$ cat config.mk
export PLATFORM = sky130hd
export DESIGN_NAME = reg_2bytes_uart_rx_flat
export DESIGN_NICKNAME = d
export VERILOG_FILES = /design/src/rtl/reg_2bytes_uart_rx_pkg.sv /design/src/rtl/reg_2bytes_uart_rx_if.sv /design/src/rtl/reg_2bytes_uart_rx_gap_timer.sv /design/src/rtl/reg_2bytes_uart_rx.sv /design/src/flat_wrapper.sv
export SDC_FILE = /design/constraint.sdc
export NUM_CORES = 1
export LEC_CHECK = 0
export ABC_AREA = 1
export CAP_MARGIN = 10
export CORE_ASPECT_RATIO = 0.7
export CORE_UTILIZATION = 43
export DETAILED_ROUTE_END_ITERATION = 8
export PLACE_DENSITY_LB_ADDON = 0.12
export SLEW_MARGIN = 10
export SYNTH_ARGS = -nofsm -noshare
export SYNTH_HDL_FRONTEND = slang
export SYNTH_SLANG_ARGS = --single-unit
$ cat constraint.sdc
create_clock -name clk -period 2.2 [get_ports clk]
set_input_delay 0.22 -clock clk [delete_from_list [all_inputs] [get_ports clk]]
set_output_delay 0.22 -clock clk [all_outputs]
set_load 0.1 [all_outputs]
$ cat src/rtl/reg_2bytes_uart_rx_pkg.sv
// Shared definitions for the UART byte-pair framing blocks:
// FSM state encoding, byte width and the default inter-byte timeout.
package uart_pkg;

  localparam int BYTE_W                 = 8;
  localparam int DEFAULT_TIMEOUT_CYCLES = 1_000_000;

  localparam logic [1:0] RX2_IDLE     = 2'b00;
  localparam logic [1:0] RX2_WAIT_TWO = 2'b01;
  localparam logic [1:0] RX2_PUBLISH  = 2'b10;

  typedef enum logic [1:0] {
    S_IDLE     = RX2_IDLE,
    S_WAIT_TWO = RX2_WAIT_TWO,
    S_PUBLISH  = RX2_PUBLISH
  } rx2_state_t;

  // lo holds the first byte received, hi the second
  typedef struct packed {
    logic [BYTE_W-1:0] hi;
    logic [BYTE_W-1:0] lo;
  } byte_pair_t;

endpackage

$ cat src/rtl/reg_2bytes_uart_rx_if.sv
// Byte stream in from the UART receiver, byte pair out to the command decoder.
interface reg_2bytes_uart_rx_if;
  import uart_pkg::*;

  logic [BYTE_W-1:0] data_rx;
  logic              done_rx;
  logic [BYTE_W-1:0] byte_one;
  logic [BYTE_W-1:0] byte_two;
  logic              done;
  logic              timeout_err;

  modport master (
    output data_rx,
    output done_rx,
    input  byte_one,
    input  byte_two,
    input  done,
    input  timeout_err
  );

  modport slave (
    input  data_rx,
    input  done_rx,
    output byte_one,
    output byte_two,
    output done,
    output timeout_err
  );

endinterface

$ cat src/rtl/reg_2bytes_uart_rx_gap_timer.sv
// Saturating gap counter: counts while run is high and flags the terminal
// cycle (TIMEOUT_CYCLES-1). TIMEOUT_CYCLES=0 disables it and holds the count at 0.
module uart_gap_timer #(
  parameter int TIMEOUT_CYCLES = 1_000_000,
  parameter int CNT_W          = 20
) (
  input  logic clk,
  input  logic reset,
  input  logic clear,
  input  logic run,
  output logic expired
);

  localparam bit               ENABLED  = (TIMEOUT_CYCLES != 0);
  localparam int               TERM_INT = (TIMEOUT_CYCLES > 0) ? TIMEOUT_CYCLES - 1 : 0;
  localparam logic [CNT_W-1:0] TERM     = CNT_W'(TERM_INT);

  logic [CNT_W-1:0] r_cnt;
  logic             w_at_term;

  assign w_at_term = (r_cnt == TERM);

  // Stops at the terminal value instead of wrapping, so a stalled sender
  // cannot make the timer alias back to a short gap.
  always_ff @(posedge clk or posedge reset) begin
    if (reset) begin
      r_cnt <= '0;
    end else if (clear || !ENABLED) begin
      r_cnt <= '0;
    end else if (run && !w_at_term) begin
      r_cnt <= r_cnt + 1'b1;
    end
  end

  assign expired = ENABLED && run && w_at_term;

endmodule

$ cat src/rtl/reg_2bytes_uart_rx.sv
// Assembles two consecutive UART bytes into a pair with a one-cycle done pulse;
// a half-received pair is dropped with timeout_err if byte two is too late.
module reg_2bytes_uart_rx
  import uart_pkg::*;
#(
  parameter int TIMEOUT_CYCLES = DEFAULT_TIMEOUT_CYCLES,
  parameter int CNT_W          = 20
) (
  input  logic                  clk,
  input  logic                  reset,
  reg_2bytes_uart_rx_if.slave   bus
);

  rx2_state_t        r_state;
  rx2_state_t        w_state_next;
  byte_pair_t        r_buf;
  byte_pair_t        w_buf_next;
  logic [BYTE_W-1:0] r_byte_one;
  logic [BYTE_W-1:0] w_byte_one_next;
  logic [BYTE_W-1:0] r_byte_two;
  logic [BYTE_W-1:0] w_byte_two_next;
  logic              r_done;
  logic              w_done_next;
  logic              r_timeout_err;
  logic              w_timeout_err_next;

  logic              w_timer_clear;
  logic              w_timer_run;
  logic              w_timer_expired;

  // A byte arriving outside WAIT_TWO always starts a new pair.
  assign w_timer_clear = bus.done_rx && (r_state != S_WAIT_TWO);
  assign w_timer_run   = (r_state == S_WAIT_TWO) && !bus.done_rx;

  uart_gap_timer #(
    .TIMEOUT_CYCLES (TIMEOUT_CYCLES),
    .CNT_W          (CNT_W)
  ) u_gap_timer (
    .clk     (clk),
    .reset   (reset),
    .clear   (w_timer_clear),
    .run     (w_timer_run),
    .expired (w_timer_expired)
  );

  always_comb begin
    w_state_next       = r_state;
    w_buf_next         = r_buf;
    w_byte_one_next    = r_byte_one;
    w_byte_two_next    = r_byte_two;
    w_done_next        = 1'b0;
    w_timeout_err_next = 1'b0;

    case (r_state)
      S_IDLE: begin
        if (bus.done_rx) begin
          w_buf_next.lo = bus.data_rx;
          w_state_next  = S_WAIT_TWO;
        end
      end

      // done_rx has priority over the timer on the terminal cycle
      S_WAIT_TWO: begin
        if (bus.done_rx) begin
          w_buf_next.hi = bus.data_rx;
          w_state_next  = S_PUBLISH;
        end else if (w_timer_expired) begin
          w_timeout_err_next = 1'b1;
          w_buf_next         = '0;
          w_state_next       = S_IDLE;
        end
      end

      S_PUBLISH: begin
        w_byte_one_next = r_buf.lo;
        w_byte_two_next = r_buf.hi;
        w_done_next     = 1'b1;
        if (bus.done_rx) begin
          w_buf_next.lo = bus.data_rx;
          w_state_next  = S_WAIT_TWO;
        end else begin
          w_state_next  = S_IDLE;
        end
      end

      default: begin
        w_state_next = S_IDLE;
      end
    endcase
  end

  always_ff @(posedge clk or posedge reset) begin
    if (reset) begin
      r_state       <= S_IDLE;
      r_buf         <= '0;
      r_byte_one    <= '0;
      r_byte_two    <= '0;
      r_done        <= 1'b0;
      r_timeout_err <= 1'b0;
    end else begin
      r_state       <= w_state_next;
      r_buf         <= w_buf_next;
      r_byte_one    <= w_byte_one_next;
      r_byte_two    <= w_byte_two_next;
      r_done        <= w_done_next;
      r_timeout_err <= w_timeout_err_next;
    end
  end

  assign bus.byte_one    = r_byte_one;
  assign bus.byte_two    = r_byte_two;
  assign bus.done        = r_done;
  assign bus.timeout_err = r_timeout_err;

endmodule
$ cat src/flat_wrapper.sv
// flat-port wrapper written by rule: the top's interface ports become plain ports
module reg_2bytes_uart_rx_flat import uart_pkg::*;
#(
  parameter int TIMEOUT_CYCLES = DEFAULT_TIMEOUT_CYCLES,
  parameter int CNT_W          = 20
)
  (clk, reset, bus_data_rx, bus_done_rx, bus_byte_one, bus_byte_two, bus_done, bus_timeout_err);
  reg_2bytes_uart_rx_if bus_i ();
  input  logic clk;
  input  logic reset;
  input wire logic [$bits(bus_i.data_rx)-1:0] bus_data_rx;
  input wire logic [$bits(bus_i.done_rx)-1:0] bus_done_rx;
  output wire logic [$bits(bus_i.byte_one)-1:0] bus_byte_one;
  output wire logic [$bits(bus_i.byte_two)-1:0] bus_byte_two;
  output wire logic [$bits(bus_i.done)-1:0] bus_done;
  output wire logic [$bits(bus_i.timeout_err)-1:0] bus_timeout_err;
  assign bus_i.data_rx = bus_data_rx;
  assign bus_i.done_rx = bus_done_rx;
  assign bus_byte_one = bus_i.byte_one;
  assign bus_byte_two = bus_i.byte_two;
  assign bus_done = bus_i.done;
  assign bus_timeout_err = bus_i.timeout_err;
  reg_2bytes_uart_rx #(.TIMEOUT_CYCLES(TIMEOUT_CYCLES), .CNT_W(CNT_W)) u_core (.clk(clk), .reset(reset), .bus(bus_i));
endmodule
==> impl_metrics.ini, run 1 <==
[floorplanning]
initial_core_util_pct = 46.0
design.die.area_sq_um = 6660
core_area_sq_um = 5930
design.portCount = 29
die_w_um = 97.2
chipHeight_um = 68.6
num_rows = 23

[sta]
headroom_to_the_max_slew_limit_pct = 48.6
timing.fmax_ghz = 0.519
slew_violations = 0
final_period_minus_worst_setup_slack_ns = 1.93
final_hold_viol_count = 0
totalNegativeSetupSlack_ns = 0
worst-slew-pin-transition_ns = 0.771
crit_share_post_route_pct = 87.7
timing.clock.skew_ns = 0.00603
finalSetupViolCount = 0
rsz0062_at_grt = false

[yosys]
netlist_instances = 348
sequential_element_share_of_the_synthesized_area_pct = 51.4
combined_area_of_all_synthesized_cells_sq_um = 2730
ys.warnings.count = 0
syn-mean-instance-area_sq_um = 7.83
yosysUniqueCellTypes = 22
yosys_register_bits = 56
synth.net_count = 360

[power]
share_seq_of_total_power_pct = 37.7
power_switching_share_pct = 50.5
power_density_nw_per_um2 = 1170
switchingPower_mw = 1.87
report.power.total_mw = 3.70
power_report.internal_total_mw = 1.83
power.share.clock_pct = 15.7
peakVddDrop_mv = 0.744
comb_power_share_pct = 46.6
power_leakage_nw = 1.51

[route]
drc_errors = 0
viasPerCell = 4.93
wire_per_inst_um = 13.3
routed_wirelength_um = 6110
num_vias = 2259
detail_route.first_pass.iterations = 4
final_antenna_violating_net_count = 0
detailed_router_s_first_iteration_violation_count = 173

[finish]
final_nets = 394
final-seq-area_sq_um = 1400
antenna_cells_inserted = 0
mostFrequentLayoutCells = sky130_fd_sc_hd__nand2_1 (114), sky130_fd_sc_hd__dfrtp_1 (56), sky130_fd_sc_hd__inv_1 (34), sky130_fd_sc_hd__nor2_1 (34), sky130_fd_sc_hd__nand3_1 (26)
layout.filler_cells = 572
synthToLayoutAreaGrowth_pct = 15.5
multiInputGateArea_sq_um = 1130
final_common_cell = sky130_fd_sc_hd__nand2_1
drive_above_1_share_pct = 12.8

[worst_setup_path]
endpoint_kind = flip-flop
r2r_setup_slack_ns = 0.27
timing.critical_path.from_type = flip-flop
cp.arrival_ns = 2.14
worstPathRequired_ns = 2.41
worst-path-max-fanout = 9
worstReg2RegEnd = u_core.u_gap_timer.r_cnt[11]
reg2reg_depth = 10
timing_worst_setup_path_type = flip-flop to flip-flop
timing.rr.start = u_core.u_gap_timer.r_cnt[0]

[clock_network]
tritoncts_num_sinks = 56
tritoncts_clock_tree = done
total_setup_buffers_inserted_after_cts = 0
post_cts_resized = 0
clock_latency_ns = 0.32
clk_path_buf_depth = 2
cts_buffers = 5
post_cts_hold_buffer_count = 0
clock-root-buffer = sky130_fd_sc_hd__clkbuf_8
clkSlewWorstSetupHoldPaths_ns = 0.10
cts.htree.levels = 2

[placement]
place_hpwl_um = 4560
gp_congestion = 0.847
io_buffer_count = 28

[global_route]
grt_start_max_net_pins = 32
grt_first_pass_wirelength_um = 10100
grt.overflow.total = 0
first_global_vias = 1953
grtUsageTotal_pct = 19.6
antenna_found_initial = 0

[outcome]
run_status = completed

[flow_run]
maxCapViolations = 0

[hold_path]
min-delay-path-class = input pin to async pin
[logic make-up after synthesis]
logic type	after synthesis	share of synthesized area, %
AOI/OAI and AO/OA	37	6.80
xor gates and xnor gates	10	3.21
adders and majority gates	1	0.459
buffers and inverters	49	7.12
DFF	56	51.4
and+or+nand+nor	195	31.0
[through the flow]
step	instances	hold slack, ns	setup slack [ns]	util (%)	area (sq um)
floorplan	348	0.347	0.609	-	2730
global placement	450	0.466	0.329	51.6	3060
detailed placement	450	0.466	0.306	51.6	3060
CTS	458	0.262	0.287	53.1	3150
global route	458	0.292	0.0494	53.1	3150
finish	458	0.240	0.272	53.1	3150
[worst max-delay path by stage]
stage	start	depth (start not counted)	endpoint	slack [ns]
after floorplan	reset	1	u_core.bus.byte_one[0]	0.61
after global placement	u_core.u_gap_timer.r_cnt[0]	10	u_core.u_gap_timer.r_cnt[11]	0.33
after detailed placement	bus_done_rx	7	u_core.u_gap_timer.r_cnt[18]	0.31
after CTS	u_core.u_gap_timer.r_cnt[0]	10	u_core.u_gap_timer.r_cnt[11]	0.29
after global routing	u_core.u_gap_timer.r_cnt[0]	10	u_core.u_gap_timer.r_cnt[12]	0.05
final	u_core.u_gap_timer.r_cnt[0]	10	u_core.u_gap_timer.r_cnt[11]	0.27
[final cells by class]
class                           instances  share of cell area, %
Inverter                               43                   5.13
Clock inverter                          2                  0.517
Multi-Input combinational cell        243                   35.9
Tap cell                               75                   2.98
Clock buffer                            6                   2.31
Timing Repair Buffer                   33                   8.66
Sequential cell                        56                   44.5
[sequential cells by signal, summed over array words and instances, names as in the netlist]
register,count
u_core.bus.byte_one,8
u_core.bus.byte_two,8
u_core.bus.done,1
u_core.bus.timeout_err,1
u_core.r_buf,16
u_core.r_state,2
u_core.u_gap_timer.r_cnt,20
[worst max-delay path: stages, from the launching register on]
cell and delay, ns:
sky130_fd_sc_hd__dfrtp_1 0.43, sky130_fd_sc_hd__ha_1 0.27, sky130_fd_sc_hd__nand2_1 0.12, sky130_fd_sc_hd__nor2_4 0.17, sky130_fd_sc_hd__inv_2 0.07, sky130_fd_sc_hd__nor2_1 0.17
sky130_fd_sc_hd__nand3_1 0.13, sky130_fd_sc_hd__nand2_1 0.12, sky130_fd_sc_hd__nand2_2 0.16, sky130_fd_sc_hd__nand2_1 0.11, sky130_fd_sc_hd__nand2_1 0.05
[Yosys cell counts, drive strengths merged]
cell type	n	area share, %
inv	42	5.8
ha	1	0.46
nor3	2	0.55
buf	3	0.78
nand3	27	5.1
clkinv	1	0.14
o21ai	37	6.8
nand4	8	1.8
dfrtp	56	51
clkbuf	3	0.41
nor2	41	7.0
nand3b	1	0.28
nand2	116	16
xor2	10	3.2
[per-layer routing]
metal  wire (um)  up-vias  global-route usage, %
met5           0        -                      0
met4          73        0                   6.16
met3         264        7                   3.13
met2        2230       55                   24.0
met1        3540     1036                   33.1
li1            -     1161                      -
[power by group through the flow]
| stage | Sequential [mW] | Combinational (mW) | Clock (mW) |
|---|---|---|---|
| global route | 1.43 | 1.83 | 0.633 |
| detailed placement | 1.41 | 1.73 | 0 |
| finish | 1.39 | 1.72 | 0.581 |
| floorplan | 2.44 | 0.333 | 0 |
| CTS | 1.39 | 1.74 | 0.596 |
| global placement | 1.40 | 1.73 | 0 |
(Power assumes the default switching activity.)
==> run 2: changes to the inputs <==
Settings changed: DONT_BUFFER_PORTS from default to 1.
==> impl_metrics.ini, run 2 (same netlist as run 1, synthesis figures left out) <==
[worst_setup_path]
path_cells = ha_1 > nand2_1 > nor2_4 > nand3_2 > nor2_4 > nor2_4 > nor2_4 > nand2_1 > nand2_1
endpoint_kind = flip-flop
worstPathRequired_ns = 2.41
cp_num_buf_inv = 0
worst_path_largest_cell_delay_ns = 0.43
worst-path-max-fanout = 19
cp.arrival_ns = 2.06
timing.critical_path.from_type = flip-flop
timing_worst_setup_path_type = flip-flop to flip-flop
timing.critical_path.slowest_stage_cell = sky130_fd_sc_hd__dfrtp_1
path_delay_family = simple AND/OR/NAND/NOR gates
cell_repeated_most_along_the_worst_path = sky130_fd_sc_hd__nor2_4

[power]
peakVddDrop_mv = 0.674
switchingPower_mw = 1.83
comb_power_share_pct = 44.8
power_leakage_nw = 1.48
power_report.internal_total_mw = 2.03
share_seq_of_total_power_pct = 35.0
power.share.clock_pct = 20.2
power_switching_share_pct = 47.4
power_density_nw_per_um2 = 1250

[global_route]
grt.overflow.total = 0
antenna_found_initial = 0
grt_start_max_net_pins = 32
first_global_vias = 1804
grtUsageTotal_pct = 18.8
grt_first_pass_wirelength_um = 9470

[finish]
mostFrequentLayoutCells = sky130_fd_sc_hd__nand2_1 (114), sky130_fd_sc_hd__dfrtp_1 (56), sky130_fd_sc_hd__inv_1 (34), sky130_fd_sc_hd__nor2_1 (34), sky130_fd_sc_hd__nand3_1 (26)
utilization_pct = 52.0
layoutNonFillerInstCount = 444
biggestRegsByFlops = u_core.u_gap_timer.r_cnt: 20 flops, u_core.r_buf: 16 flops
final_nets = 381
synthToLayoutAreaGrowth_pct = 13.0
drive_above_1_share_pct = 12.2
antenna_cells_inserted = 0
final_common_cell = sky130_fd_sc_hd__nand2_1
registers.top_by_ff_count = u_core.u_gap_timer.r_cnt
max_ffs_per_register = 20

[clock_network]
cts.htree.levels = 2
post_cts_resized = 0
clock_latency_ns = 0.31
clk_path_buf_depth = 2
tritoncts_num_sinks = 56
tritoncts_clock_tree = done
clock-root-buffer = sky130_fd_sc_hd__clkbuf_8
clkSlewWorstSetupHoldPaths_ns = 0.09
cts_buffers = 5

[placement]
io_buffer_count = 0
placed_cells_incl_taps = 436
place_hpwl_um = 4430
gp_congestion = 0.866
preCtsSetupSlack_ns = 0.377

[sta]
timing.fmax_ghz = 0.540
rsz0062_at_grt = false
postLayoutSetupSlackWorst_ns = 0.348
timing.clock.skew_ns = 0.00340
final_period_minus_worst_setup_slack_ns = 1.85
headroom_to_the_max_slew_limit_pct = 42.8
crit_share_post_route_pct = 84.2
slew_violations = 0
worst-slew-pin-transition_ns = 0.859
final_hold_viol_count = 0
finalSetupViolCount = 0
totalNegativeSetupSlack_ns = 0

[route]
detailed_router_s_first_iteration_violation_count = 122
drc_errors = 0
num_vias = 2171
viasPerCell = 4.89
final_antenna_violating_net_count = 0
wire_per_inst_um = 13.5
routed_wirelength_um = 6000
detail_route.first_pass.iterations = 4

[floorplanning]
die_w_um = 97.2
core_area_sq_um = 5930
num_rows = 23
design.portCount = 29
design.die.area_sq_um = 6660
chipHeight_um = 68.6
initial_core_util_pct = 46.0

[outcome]
run_status = completed

[hold_path]
min-delay-path-class = input pin to flip-flop

[flow_run]
maxCapViolations = 0
[run 2: cell type report]
cell class	count	area (sq um)
clock inverters	2	60.1
well taps	75	93.8
multi-input cells	243	1130
clock buffers	5	68.8
repair buffers	20	165
inverters	43	161
flip-flops and latches	56	1400
fillers	556	2850
[run 2: worst paths after layout]
check | from | to | slack (ns) | depth (start not counted)
min | bus_data_rx[2] | u_core.r_buf[10] | 0.04 | 2
max | u_core.u_gap_timer.r_cnt[0] | u_core.u_gap_timer.r_cnt[1] | 0.35 | 9
max reg2reg | u_core.u_gap_timer.r_cnt[0] | u_core.u_gap_timer.r_cnt[1] | 0.35 | 9
min in group asynchronous | reset | u_core.bus.timeout_err | 0.42 | 2
max in group asynchronous | reset | u_core.r_buf[1] | 1.21 | 3
min reg2reg | u_core.bus.byte_two[0] | u_core.bus.byte_two[0] | 0.49 | 2
[run 2: timing repair]
item                      4_1_cts  5_1_grt
hold endpoints to repair       26        0
buffers inserted                0        0
hold buffers                    1        0
[run 2: power groups by stage]
stage          clock (mW)  combinational [mW]  sequential [mW]
5_1_grt             0.834                1.83             1.38
6_report            0.780                1.73             1.35
2_1_floorplan           0               0.333             2.44
4_1_cts             0.796                1.74             1.35
3_5_place_dp            0                1.74             1.37
3_3_place_gp            0                1.73             1.37
[run 2: routing by layer]
metal	GRT usage, %	vias up	wire length (um)
li1	-	1137	-
met2	23.1	58	2100
met4	5.78	0	69
met1	31.0	969	3410
met3	4.13	7	420
met5	0	-	0
[run 2: through the flow]
step | instance area (sq um) | power (mW) | hold slack [ns]
after floorplan | 2730 | 2.77 | 0.347
after global placement | 2940 | 3.10 | 0.210
after detailed placement | 2940 | 3.11 | 0.207
after CTS | 3080 | 3.89 | 0.0280
after global routing | 3080 | 4.05 | 0.0383
final | 3080 | 3.87 | 0.0353
